File: config.mk
export PLATFORM = sky130hd
export DESIGN_NAME = mem_port_arbiter
export DESIGN_NICKNAME = d
export VERILOG_FILES = /design/src/rtl/riscv_pkg.sv /design/src/rtl/mem_arb_starve_ctr.sv /design/src/rtl/mem_port_arbiter.sv
export SDC_FILE = /design/constraint.sdc
export NUM_CORES = 1
export LEC_CHECK = 0
export CAP_MARGIN = 20
export CORE_ASPECT_RATIO = 1.2
export CORE_MARGIN = 2
export CORE_UTILIZATION = 43
export DETAILED_ROUTE_END_ITERATION = 10
export GPL_TIMING_DRIVEN = 0
export PLACE_DENSITY = 0.89
export SLEW_MARGIN = 20
export SYNTH_ARGS = -nofsm -noshare
export SYNTH_HDL_FRONTEND = slang
export SYNTH_SLANG_ARGS = --single-unit
File: constraint.sdc
create_clock -name clk -period 3.2 [get_ports clk]
set_input_delay 0.96 -clock clk [delete_from_list [all_inputs] [get_ports clk]]
set_output_delay 0.96 -clock clk [all_outputs]
set_load 0.05 [all_outputs]
File: src/rtl/riscv_pkg.sv
// Shared pipeline types for the memory-port arbiter.
// Holds the grant FSM state encoding and the latched memory request.
package riscv_pkg;

  localparam int ARB_ADDR_W = 32;
  localparam int ARB_DATA_W = 32;
  localparam int ARB_BE_W   = ARB_DATA_W / 8;

  typedef enum logic [1:0] {
    IDLE    = 2'd0,
    IF_WAIT = 2'd1,
    DM_WAIT = 2'd2,
    RESP    = 2'd3
  } arb_state_t;

  typedef struct packed {
    logic                  we;
    logic [ARB_BE_W-1:0]   be;
    logic [ARB_ADDR_W-1:0] addr;
    logic [ARB_DATA_W-1:0] wdata;
  } mem_req_t;

  // Instruction fetches are always full-word reads.
  function automatic mem_req_t fetch_req(input logic [ARB_ADDR_W-1:0] addr);
    mem_req_t req;
    req.we    = 1'b0;
    req.be    = '1;
    req.addr  = addr;
    req.wdata = '0;
    return req;
  endfunction

endpackage

File: src/rtl/mem_arb_starve_ctr.sv
// Counts consecutive data grants while a fetch is waiting and raises
// o_forceFetch once STARVE_MAX of them have gone by.
module mem_arb_starve_ctr #(
  parameter int STARVE_MAX = 4
) (
  input  logic i_clk,
  input  logic i_rst,
  input  logic i_ifReq,
  input  logic i_dmGrant,
  input  logic i_ifGrant,
  output logic o_forceFetch
);

  localparam int CNT_W = (STARVE_MAX < 1) ? 1 : $clog2(STARVE_MAX + 1);

  logic [CNT_W-1:0] r_count;

  always_ff @(posedge i_clk) begin
    if (i_rst || i_ifGrant || !i_ifReq) begin
      r_count <= '0;
    end else if (i_dmGrant && !o_forceFetch) begin
      r_count <= r_count + 1'b1;
    end
  end

  assign o_forceFetch = (r_count == CNT_W'(STARVE_MAX));

endmodule

File: src/rtl/mem_port_arbiter.sv
// Arbitrates fetch and data accesses onto one single-ported memory.
// Define ARB_ANTI_STARVE_EN to bound consecutive data grants while a fetch waits.
module mem_port_arbiter
  import riscv_pkg::*;
#(
  parameter int ADDR_W     = ARB_ADDR_W,
  parameter int DATA_W     = ARB_DATA_W,
  parameter int STARVE_MAX = 4
) (
  input  logic                  clk,
  input  logic                  rst,
  input  logic                  if_req,
  input  logic [ADDR_W-1:0]     if_addr,
  output logic [DATA_W-1:0]     if_rdata,
  output logic                  if_valid,
  input  logic                  dm_req,
  input  logic                  dm_we,
  input  logic [DATA_W/8-1:0]   dm_be,
  input  logic [ADDR_W-1:0]     dm_addr,
  input  logic [DATA_W-1:0]     dm_wdata,
  output logic [DATA_W-1:0]     dm_rdata,
  output logic                  dm_valid,
  output logic                  mem_req,
  output logic                  mem_we,
  output logic [DATA_W/8-1:0]   mem_be,
  output logic [ADDR_W-1:0]     mem_addr,
  output logic [DATA_W-1:0]     mem_wdata,
  input  logic                  mem_ack,
  input  logic [DATA_W-1:0]     mem_rdata,
  output logic                  stall_if,
  output logic                  stall_dm
);

  arb_state_t        r_state;
  arb_state_t        w_nextState;
  mem_req_t          r_grant;
  logic              r_memReq;
  logic              r_servedDm;
  logic [DATA_W-1:0] r_ifRdata;
  logic [DATA_W-1:0] r_dmRdata;
  logic              w_grantIf;
  logic              w_grantDm;
  logic              w_forceFetch;
  logic              w_ack;

`ifdef ARB_ANTI_STARVE_EN
  mem_arb_starve_ctr #(
    .STARVE_MAX(STARVE_MAX)
  ) u_starveCtr (
    .i_clk       (clk),
    .i_rst       (rst),
    .i_ifReq     (if_req),
    .i_dmGrant   (w_grantDm),
    .i_ifGrant   (w_grantIf),
    .o_forceFetch(w_forceFetch)
  );
`else
  logic w_unusedStarveMax;
  assign w_unusedStarveMax = (STARVE_MAX != 0);
  assign w_forceFetch      = 1'b0;
`endif

  // An ack only counts while a granted access is outstanding.
  assign w_ack = mem_ack && ((r_state == IF_WAIT) || (r_state == DM_WAIT));

  always_ff @(posedge clk) begin
    if (rst) begin
      r_state <= IDLE;
    end else begin
      r_state <= w_nextState;
    end
  end

  always_comb begin
    w_nextState = r_state;
    w_grantIf   = 1'b0;
    w_grantDm   = 1'b0;
    unique case (r_state)
      IDLE: begin
        if (if_req && (w_forceFetch || !dm_req)) begin
          w_nextState = IF_WAIT;
          w_grantIf   = 1'b1;
        end else if (dm_req) begin
          w_nextState = DM_WAIT;
          w_grantDm   = 1'b1;
        end
      end
      IF_WAIT, DM_WAIT: begin
        if (mem_ack) w_nextState = RESP;
      end
      RESP:    w_nextState = IDLE;
      default: w_nextState = IDLE;
    endcase
  end

  // Grant fields stay frozen from grant to the next grant so memory sees a stable request.
  always_ff @(posedge clk) begin
    if (rst) begin
      r_memReq   <= 1'b0;
      r_servedDm <= 1'b0;
      r_grant    <= '0;
      r_ifRdata  <= '0;
      r_dmRdata  <= '0;
    end else if (w_grantDm) begin
      r_memReq   <= 1'b1;
      r_servedDm <= 1'b1;
      r_grant    <= '{we: dm_we, be: dm_be, addr: dm_addr, wdata: dm_wdata};
    end else if (w_grantIf) begin
      r_memReq   <= 1'b1;
      r_servedDm <= 1'b0;
      r_grant    <= fetch_req(if_addr);
    end else if (w_ack) begin
      r_memReq <= 1'b0;
      if (r_state == IF_WAIT) begin
        r_ifRdata <= mem_rdata;
      end else if (!r_grant.we) begin
        r_dmRdata <= mem_rdata;
      end
    end
  end

  assign mem_req   = r_memReq;
  assign mem_we    = r_grant.we;
  assign mem_be    = r_grant.be;
  assign mem_addr  = r_grant.addr;
  assign mem_wdata = r_grant.wdata;

  assign if_rdata  = r_ifRdata;
  assign dm_rdata  = r_dmRdata;
  assign if_valid  = (r_state == RESP) && !r_servedDm;
  assign dm_valid  = (r_state == RESP) && r_servedDm;

  assign stall_if  = if_req && !if_valid;
  assign stall_dm  = dm_req && !dm_valid;

endmodule

==> impl_metrics.tcl, run 1 <==
set metrics [dict create \
    synthToLayoutAreaGrowth_pct 66.01 \
    cts_setup_buffers 0 \
    first_pass_iters 5 \
    synth_top_flop_cell "dfxtp_1" \
    final_cell_mix "clkdlybuf4s50_1, dfxtp_1, nand2b_1" \
    synth_seq_area_share_pct 51.07 \
    diodes 0 \
    root_buffer "clkbuf_16" \
    power_density_nw_per_um2 835.9 \
    final_common_cell "clkdlybuf4s50_1" \
    dp_hpwl_um 13220 \
    grtUsageTotal_pct 26.33 \
    worst_setup_path_end_kind "output pin" \
    instances_no_fill 1018 \
    hold_buffers 0 \
    vias_per_cell 5.171 \
    rsz0062_at_grt "no" \
    skew_ns 0.009626 \
    drive_gt1_share_pct 5.251 \
    post-place-ws_ns -0.8712 \
    yosysWarnings 0 \
    slew_headroom_pct 59.52 \
    crit_required_ns 2.24 \
    final-hold-violation-count 0 \
    placement_rows 44 \
    synth_area_um2 5370 \
    drc 0 \
    avgSynthCellArea_um2 9.746 \
    setup_ws_ns 0.1050 \
    setup.worst_path.class "in2out" \
    grt_pass1_vias 5520 \
    grt_max_degree 17 \
    post-route-min-period_ns 3.095 \
    r2r-end "if_rdata[5]$_SDFFE_PP0P_" \
    finalMaxSlewViolations 0 \
    place_area_um2 8314 \
    clk_pin_slew_worst_paths_ns 0.06 \
    cp-start-kind "primary input" \
    cts_buffer_depth 2 \
    worstRegToRegCells 7 \
    cp_max_fo 6 \
    async_flop_share_pct 0 \
    finalCoreUtilization_pct 73.27 \
    wl_per_cell_um 17.32 \
    dp.cells 986 \
    post_cts_resized 15 \
    routabilityCongestion 0.8829 \
    synth_cell_types 25 \
    floorplan.core_area_um2 12170 \
    cts-buffers-inserted 17 \
    fmax_mhz 323.1 \
    status "completed" \
    hold_end "dm_rdata[16]$_SDFFE_PP0P_" \
    finalCritPeriodShare_pct 96.72 \
    first_iter_violations 167 \
    drtAntennaViolNets 0 \
    syn-instance-count 551 \
    dieArea_um2 13400 \
    antenna_found_initial 0 \
    vdd_drop_max_v 0.0006568 \
    drt-total-wl_um 17630 \
    num-fill-cells 872 \
    post-route-cell-area_um2 8915 \
    grt_overflow 0 \
    setup_viol 0 \
    ys_seq_elements 137 \
    htreeDepth 4 \
    io_buffers 274 \
    fp.dieW_um 106.0 \
    rrSetupSlack_ns 1.09 \
    clkSinkCount 137 \
    maxCapViolations 0 \
    synth_nets 692 \
    ios 276 \
    reg2reg_from "r_state[1]$_SDFFE_PP0P_" \
    cts_tree "built" \
    die_h_um 126.4 \
    hold_path.startpoint "dm_rdata[16]$_SDFFE_PP0P_" \
    worst-endpoint-arrival_ns 2.13 \
    vias 5264 \
    grt_pass1_wl_um 27920 \
    min_delay_path_depth 2 \
    worstMarginPinSlew_ns 0.6053 \
    synth_edf_count 0 \
    clock_latency_ns 0.41 \
    cellLeakagePower_nw 3.402 \
    start_util_pct 44.14 \
    min_path_type "reg2reg" \
    nNetsFinal 985 \
]
Yosys cell counts (5+ instances only):
cell type	n	share of area, %
nand2b_1	99	12
a22oi_1	33	4.6
o22ai_1	32	3.7
nor3_1	5	0.47
a211oi_1	33	4.6
a21oi_1	5	0.47
buf_2	7	0.65
nor2_1	76	5.3
mux2i_1	64	12
clkbuf_1	35	2.4
dfxtp_1	137	51
worst max-delay path, cell delays in order:
cell and delay [ns]:
clkdlybuf4s50_1 0.60, nor2b_1 0.26, buf_2 0.31
logic make-up (layout without fill, tap and decap cells):
group,after synthesis,after routing,share of synthesized area (%)
AO/OA/AOI/OAI,107,107,13.89
AND/OR/NAND/NOR,189,189,18.27
multiplexers,64,64,11.93
buffers and inverters,51,357,4.147
adder cells (fa/ha/maj),3,3,0.6990
flip-flops,137,137,51.07
final cells by class:
type                    count  area [um^2]  share of cell area [%]
clock buffers              18        429.2                   4.814
flip-flops and latches    137         2743                   30.76
multi-input cells         363         2405                   26.98
clock inverters            14        175.2                   1.965
repair buffers            274         2734                   30.67
plain buffers              48        215.2                   2.414
inverters                   3        12.51                  0.1404
well taps                 161        201.4                   2.260
through the flow:
stage	setup TNS, ns	total power, W	hold WS [ns]
4_1_cts	0	0.007469	0.4779
6_report	0	0.007452	0.4755
3_5_place_dp	-1.317	0.005475	0.4633
3_3_place_gp	-1.308	0.005403	0.4575
2_1_floorplan	0	0.004340	0.4708
5_1_grt	0	0.007768	0.4908
power by group:
part | switching (W) | total (W) | internal [W]
Sequential | 0.000204 | 0.00226 | 0.00206
Clock | 0.000759 | 0.00199 | 0.00123
Combinational | 0.00209 | 0.00320 | 0.00111
state kept, by name, indices dropped and copies added (netlist names):
register / cells
dm_rdata: 32
r_servedDm: 1
r_state: 2
mem_be: 4
mem_req: 1
mem_addr: 32
mem_we: 1
if_rdata: 32
mem_wdata: 32
worst max path at each step:
stage	depth (start not counted)	startpoint	end
after global placement	5	dm_req	stall_dm
after CTS	3	if_req	stall_if
after detailed placement	5	dm_req	stall_dm
after global routing	3	if_req	stall_if
final	3	if_req	stall_if
after floorplan	3	dm_req	stall_dm
metal layers:
layer  track usage [%]  part of all wire (%)
met1             29.29                    39
met2             45.88                    50
met3             8.376                   7.6
met4             11.84                   3.0
met5                 0                     0
No activity file was read; power rests on OpenSTA's default activity.
==> run 2: changes to the inputs <==
Settings changed: CORE_UTILIZATION 43 to 44, CTS_BUF_LIST from default to sky130_fd_sc_hd__clkbuf_4, PLACE_DENSITY 0.89 to 0.91, RECOVER_POWER from default to 50, SYNTH_HIERARCHICAL from default to 1.
==> run 2 against run 1 <==
Synthesized cell count did not move. Cell count is essentially flat. Clock power down 38%. Combinational power about the same. Non-clock buffer count unchanged. Critical path type unchanged.
==> impl_metrics.tcl, run 2 <==
set metrics [dict create \
    htreeDepth 4 \
    post_cts_resized 12 \
    finalCritPeriodShare_pct 97.26 \
    drt-total-wl_um 17470 \
    die_h_um 125.0 \
    rsz0062_at_grt "no" \
    synth.top_cells.by_count "dfxtp_1, nand2b_1, nor2_1, mux2i_1, clkbuf_1" \
    ys_seq_elements 137 \
    fmax_mhz 321.3 \
    yosysWarnings 6 \
    setup_viol 0 \
    root_buffer "clkbuf_4" \
    finalMaxSlewViolations 0 \
    io_buffers 274 \
    clk_pin_slew_worst_paths_ns 0.11 \
    clkSinkCount 137 \
    synth_top_area_cell "dfxtp_1" \
    grt_overflow 0 \
    final_cell_mix "clkdlybuf4s50_1, dfxtp_1, nand2b_1" \
    hold_buffers 0 \
    grt_pass1_wl_um 27980 \
    drive_gt1_share_pct 3.972 \
    first_iter_violations 199 \
    setup.worst_path.class "in2out" \
    vias_per_cell 5.166 \
    syn-instance-count 551 \
    nNetsFinal 985 \
    drc 0 \
    synthToLayoutAreaGrowth_pct 59.83 \
    power_density_nw_per_um2 778.4 \
    routabilityCongestion 0.8716 \
    post-route-min-period_ns 3.112 \
    final_common_cell "clkdlybuf4s50_1" \
    first_pass_iters 4 \
    dp_hpwl_um 13630 \
    cellLeakagePower_nw 3.255 \
    num-fill-cells 908 \
    setup_ws_ns 0.08771 \
    synth_nets 692 \
    grt_max_degree 17 \
    placement_rows 44 \
    grt_pass1_vias 5642 \
    place_area_um2 8314 \
    synth_cell_types 25 \
    vias 5254 \
    post-place-ws_ns -0.9883 \
    yosysMostFrequentCell "dfxtp_1" \
    grtUsageTotal_pct 26.53 \
    synth_edf_count 0 \
    vdd_drop_max_v 0.0004667 \
    cts_setup_buffers 0 \
    diodes 0 \
    cp-start-kind "primary input" \
    slew_headroom_pct 44.37 \
    post-route-cell-area_um2 8583 \
    cts_buffer_depth 2 \
    worst-endpoint-arrival_ns 2.15 \
    dieArea_um2 13110 \
    start_util_pct 44.75 \
    min_path_type "reg2reg" \
    async_flop_share_pct 0 \
    ios 276 \
    synthTopCellsByArea "dfxtp_1, mux2i_1, nand2b_1" \
    final-hold-violation-count 0 \
    wl_per_cell_um 17.18 \
    drtAntennaViolNets 0 \
    cts_tree "built" \
    cp_max_fo 6 \
    status "completed" \
    clock_latency_ns 0.54 \
    floorplan.core_area_um2 12000 \
    synth_area_um2 5370 \
    worst_setup_path_end_kind "output pin" \
    maxCapViolations 0 \
    fp.dieW_um 104.9 \
    antenna_found_initial 0 \
    synth_seq_area_share_pct 51.07 \
    rrSetupSlack_ns 0.81 \
    cts-buffers-inserted 17 \
    crit_required_ns 2.24 \
    skew_ns 0.01423 \
    avgSynthCellArea_um2 9.746 \
    synth_top_area_share_pct 51.07 \
    hold_slack_ns 0.4841 \
    worstMarginPinSlew_ns 0.8345 \
    synth_top_flop_cell "dfxtp_1" \
]
## run 2: power by group
group	switching (W)	total (W)	internal (W)
logic	0.00209	0.00318	0.00110
registers	0.000202	0.00226	0.00206
clock network	0.000631	0.00124	0.000608
## run 2: logic make-up (layout without fill, tap and decap cells)
group | count (synthesis) | in the layout | share of synthesized area (%)
multiplexers | 64 | 64 | 11.93
AND/OR/NAND/NOR | 189 | 189 | 18.27
flip-flops | 137 | 137 | 51.07
AO/OA/AOI/OAI | 107 | 107 | 13.89
buffers and inverters | 51 | 356 | 4.147
adder cells (fa/ha/maj) | 3 | 3 | 0.6990
## run 2: cell type report
| type | count | area, um^2 | share of cell area, % |
|---|---|---|---|
| Buffer | 48 | 181.4 | 2.114 |
| Clock buffer | 17 | 127.6 | 1.487 |
| Clock inverter | 14 | 180.2 | 2.099 |
| Inverter | 3 | 12.51 | 0.1458 |
| Multi-Input combinational cell | 363 | 2405 | 28.02 |
| Sequential cell | 137 | 2743 | 31.95 |
| Tap cell | 161 | 201.4 | 2.347 |
| Timing Repair Buffer | 274 | 2733 | 31.84 |
## run 2: routing by layer
layer	track usage (%)	vias up	part of all wire, %
li1	-	2506	-
met4	11.37	0	3.3
met2	49.31	233	53
met3	7.351	50	6.8
met1	27.70	2465	37
met5	0	-	0
## run 2: final timing paths
path,from,endpoint,depth (start not counted)
worst max-delay path,if_req,stall_if,3
worst min-delay path,if_rdata[8]$_SDFFE_PP0P_,if_rdata[8]$_SDFFE_PP0P_,2
worst max register to register,r_state[1]$_SDFFE_PP0P_,if_rdata[29]$_SDFFE_PP0P_,7
worst min register to register,if_rdata[8]$_SDFFE_PP0P_,if_rdata[8]$_SDFFE_PP0P_,2
## run 2: critical path: stages
cell and delay, ns:
clkdlybuf4s50_1 0.61, nor2b_1 0.19, clkdlybuf4s15_2 0.38
## run 2: metrics by stage
| step | TNS [ns] | total power, W | utilization (%) | std cells |
|---|---|---|---|---|
| 2_1_floorplan | 0 | 0.004340 | - | 551 |
| 3_3_place_gp | -1.291 | 0.005400 | 69.28 | 986 |
| 3_5_place_dp | -1.301 | 0.005496 | 69.28 | 986 |
| 4_1_cts | 0 | 0.006731 | 71.81 | 1017 |
| 5_1_grt | 0 | 0.006977 | 71.52 | 1017 |
| 6_report | 0 | 0.006681 | 71.52 | 1017 |
==> RTL change (config.mk and constraints of run 2) <==
The option `ARB_ANTI_STARVE_EN` is turned on by a define.
--- a/src/rtl/mem_port_arbiter.sv
+++ b/src/rtl/mem_port_arbiter.sv
@@ -1,5 +1,7 @@
 // Arbitrates fetch and data accesses onto one single-ported memory.
 // Define ARB_ANTI_STARVE_EN to bound consecutive data grants while a fetch waits.
+`define ARB_ANTI_STARVE_EN
+
 module mem_port_arbiter
   import riscv_pkg::*;
 #(
Function: no difference found for any inputs over 4 cycles, from zero or initial values and one cycle with rst high; that may be too few to reach the edited logic, so the function may still have changed.
==> RTL change against run 2 <==
Die area fell by 1.6%. Synthesized cell count fell by 10%. Largest cell class unchanged. Clock skew rose by 0.0074 ns. Total power fell by 8.6%. Sequential power fell by 3%. Critical path depth did not move. Critical path type unchanged. Via count fell by 5.2%. Count of clock-buffer cells in the layout rose by 1. Area after synthesis fell by 1.7%. Routed wire length fell by 1.6%. Sequential cell count rose by 3. Worst setup slack got worse by 0.030 ns. Cell area fell by 0.55%.
==> RTL change: results (changes against run 2) <==
The run finished with clean final reports. The highest ir drop seen on vdd came out at 470.4 uV (+0.80%). The final weighted congestion of routability-driven global placement came out at 0.8573 (-1.6%). The number of setup buffers added after CTS was 0 (unchanged). The worst-path maximum fanout came to 6 (unchanged). The gate family responsible for the most delay along the worst path is buffers and inverters. In the synthesized netlist the dominant register cell turns out to be dfxtp_1.

After synthesis, the most frequently instantiated cells are dfxtp_1, nand2_1, mux2i_1. The wire length on met3 is 1.447 mm (+22%). The number of distinct library cells after synthesis came out at 34 (+36%).

The source-to-sink clock delay at the later pin of the worst-skew pair came out at 0.51 ns (-0.03 ns). The stage delay of the slowest cell on the critical path came out at 0.55 ns (-0.06 ns). The number of nets in the layout was 933 (-5.3%). The clock skew after layout came out at 0.02166 ns (+0.007431 ns).

The detailed placement HPWL came out at 13.85 mm (+1.6%). The total detailed-routing wirelength is 17.19 mm (-1.6%). The routed length on met2 came out at 8.917 mm (-2.9%).

The global routing met3 resource utilization was 0.08896 (+0.01544). The total nets after synthesis came out at 639 (-7.7%). The total routed wire length on the met1 layer is 6.328 mm (-2.9%). The all-layer global routing usage is 0.2621 (-0.003252). The worst hold path stage count is 2 (unchanged). The number of antenna violations at the first check in global routing is 0 (unchanged). The maximum buffer depth of the clock tree is 2 (unchanged). CTS placed an instance of clkbuf_4 at the clock tree root. The share of final-layout standard cells stronger than drive strength 1 came to 0.06733 (+0.02761). The static leakage was 3.600 nW (+11%). The via count of the first global-routing pass is 5090 (-9.8%). The first-pass GRT wire length is 26.25 mm (-6.2%). The endpoint arrival time on the critical path is 2.18 ns (+0.03 ns). Yosys attributes the largest share of cell area to dfxtp_1, mux2i_1, nand2_1.

The clock transition at the registers of the reported paths is approximately 0.10 ns. The Yosys warning count is 6 (unchanged). The initial detailed-routing violation count was 179 (-10%). The path type of the worst min-delay path is flop to flop. The routed wirelength normalized by instance count came to 17.90 um (+4.2%). The setup slack at placement is -0.3668 ns (+0.6214 ns). The cell area reported after detailed placement is 8229 um^2 (-1.0%).

The count of buffers inserted at the top-level ports was 275 (+0.36%). The number of vias per cell after detailed routing was 5.189 (+0.43%). The length in cells of the worst reg-to-reg path was 7 (unchanged). The number of H-tree branching levels came out at 4 (unchanged).

Signal routing reaches up to met4. The share of the yosys chip area belonging to registers came out at 0.5308 (+0.02009). The met1 capacity usage during global routing was 0.2724 (-0.004529). The slew of the pin with the lowest slew margin came to 0.9042 ns (+0.06979 ns).

The average instance area after synthesis is 10.65 um^2 (+9.2%). The fraction of met2 tracks used by global routing is 0.4819 (-0.01122). The fill cell instance count of the final layout is 816 (-10%). The length of the first detailed-routing pass in iterations is 4 (unchanged).
[RTL change: cell types whose count changed after synthesis, sizes merged, moves of 33 or more]
cell           run 2  this run
a22o               0        34
nand2              3       101
nand2b            99         2
nor2              76         5
nor3b              1        34
[RTL change: power by group]
group          internal, mW  leakage (nW)  switching, mW
Clock                 0.618         0.163          0.626
Combinational         0.962          2.30           1.70
Sequential             2.04          1.14          0.159
[RTL change: layout make-up]
cell class / count / area [um^2] / area share
multi-input combinational: 308 / 2246 / 0.2631
clock buffer: 18 / 135.1 / 0.01583
tap: 157 / 196.4 / 0.02301
sequential: 140 / 2803 / 0.3283
buffer: 41 / 196.4 / 0.02301
timing repair buffer: 275 / 2755 / 0.3228
clock inverter: 13 / 175.2 / 0.02052
inverter: 7 / 26.28 / 0.003078
antenna: 1 / 2.502 / 0.0002932
[RTL change: what timing repair did]
item                                    in CTS  in global routing
endpoints found under the setup margin       2                  1
gates resized for setup                      4                  1
cloned                                       0                  0
[RTL change: logic make-up after synthesis]
kind of cell / after synthesis / synth area share
adders and majority gates: 5 / 0.01185
DFF: 140 / 0.5308
AOI/OAI and AO/OA: 80 / 0.1393
and+or+nand+nor: 156 / 0.1483
buffers and inverters: 48 / 0.04218
muxes: 67 / 0.1275
[RTL change: worst paths after layout]
| kind | slack (ns) | from | endpoint |
|---|---|---|---|
| worst min-delay path | 0.46 | if_rdata[29]$_SDFFE_PP0P_ | if_rdata[29]$_SDFFE_PP0P_ |
| worst max register to register | 0.83 | u_starveCtr/r_count[0]$_SDFFE_PP0P_ | mem_addr[26]$_SDFFE_PP0P_ |
| worst min register to register | 0.46 | if_rdata[29]$_SDFFE_PP0P_ | if_rdata[29]$_SDFFE_PP0P_ |
| worst max-delay path | 0.06 | dm_req | stall_dm |
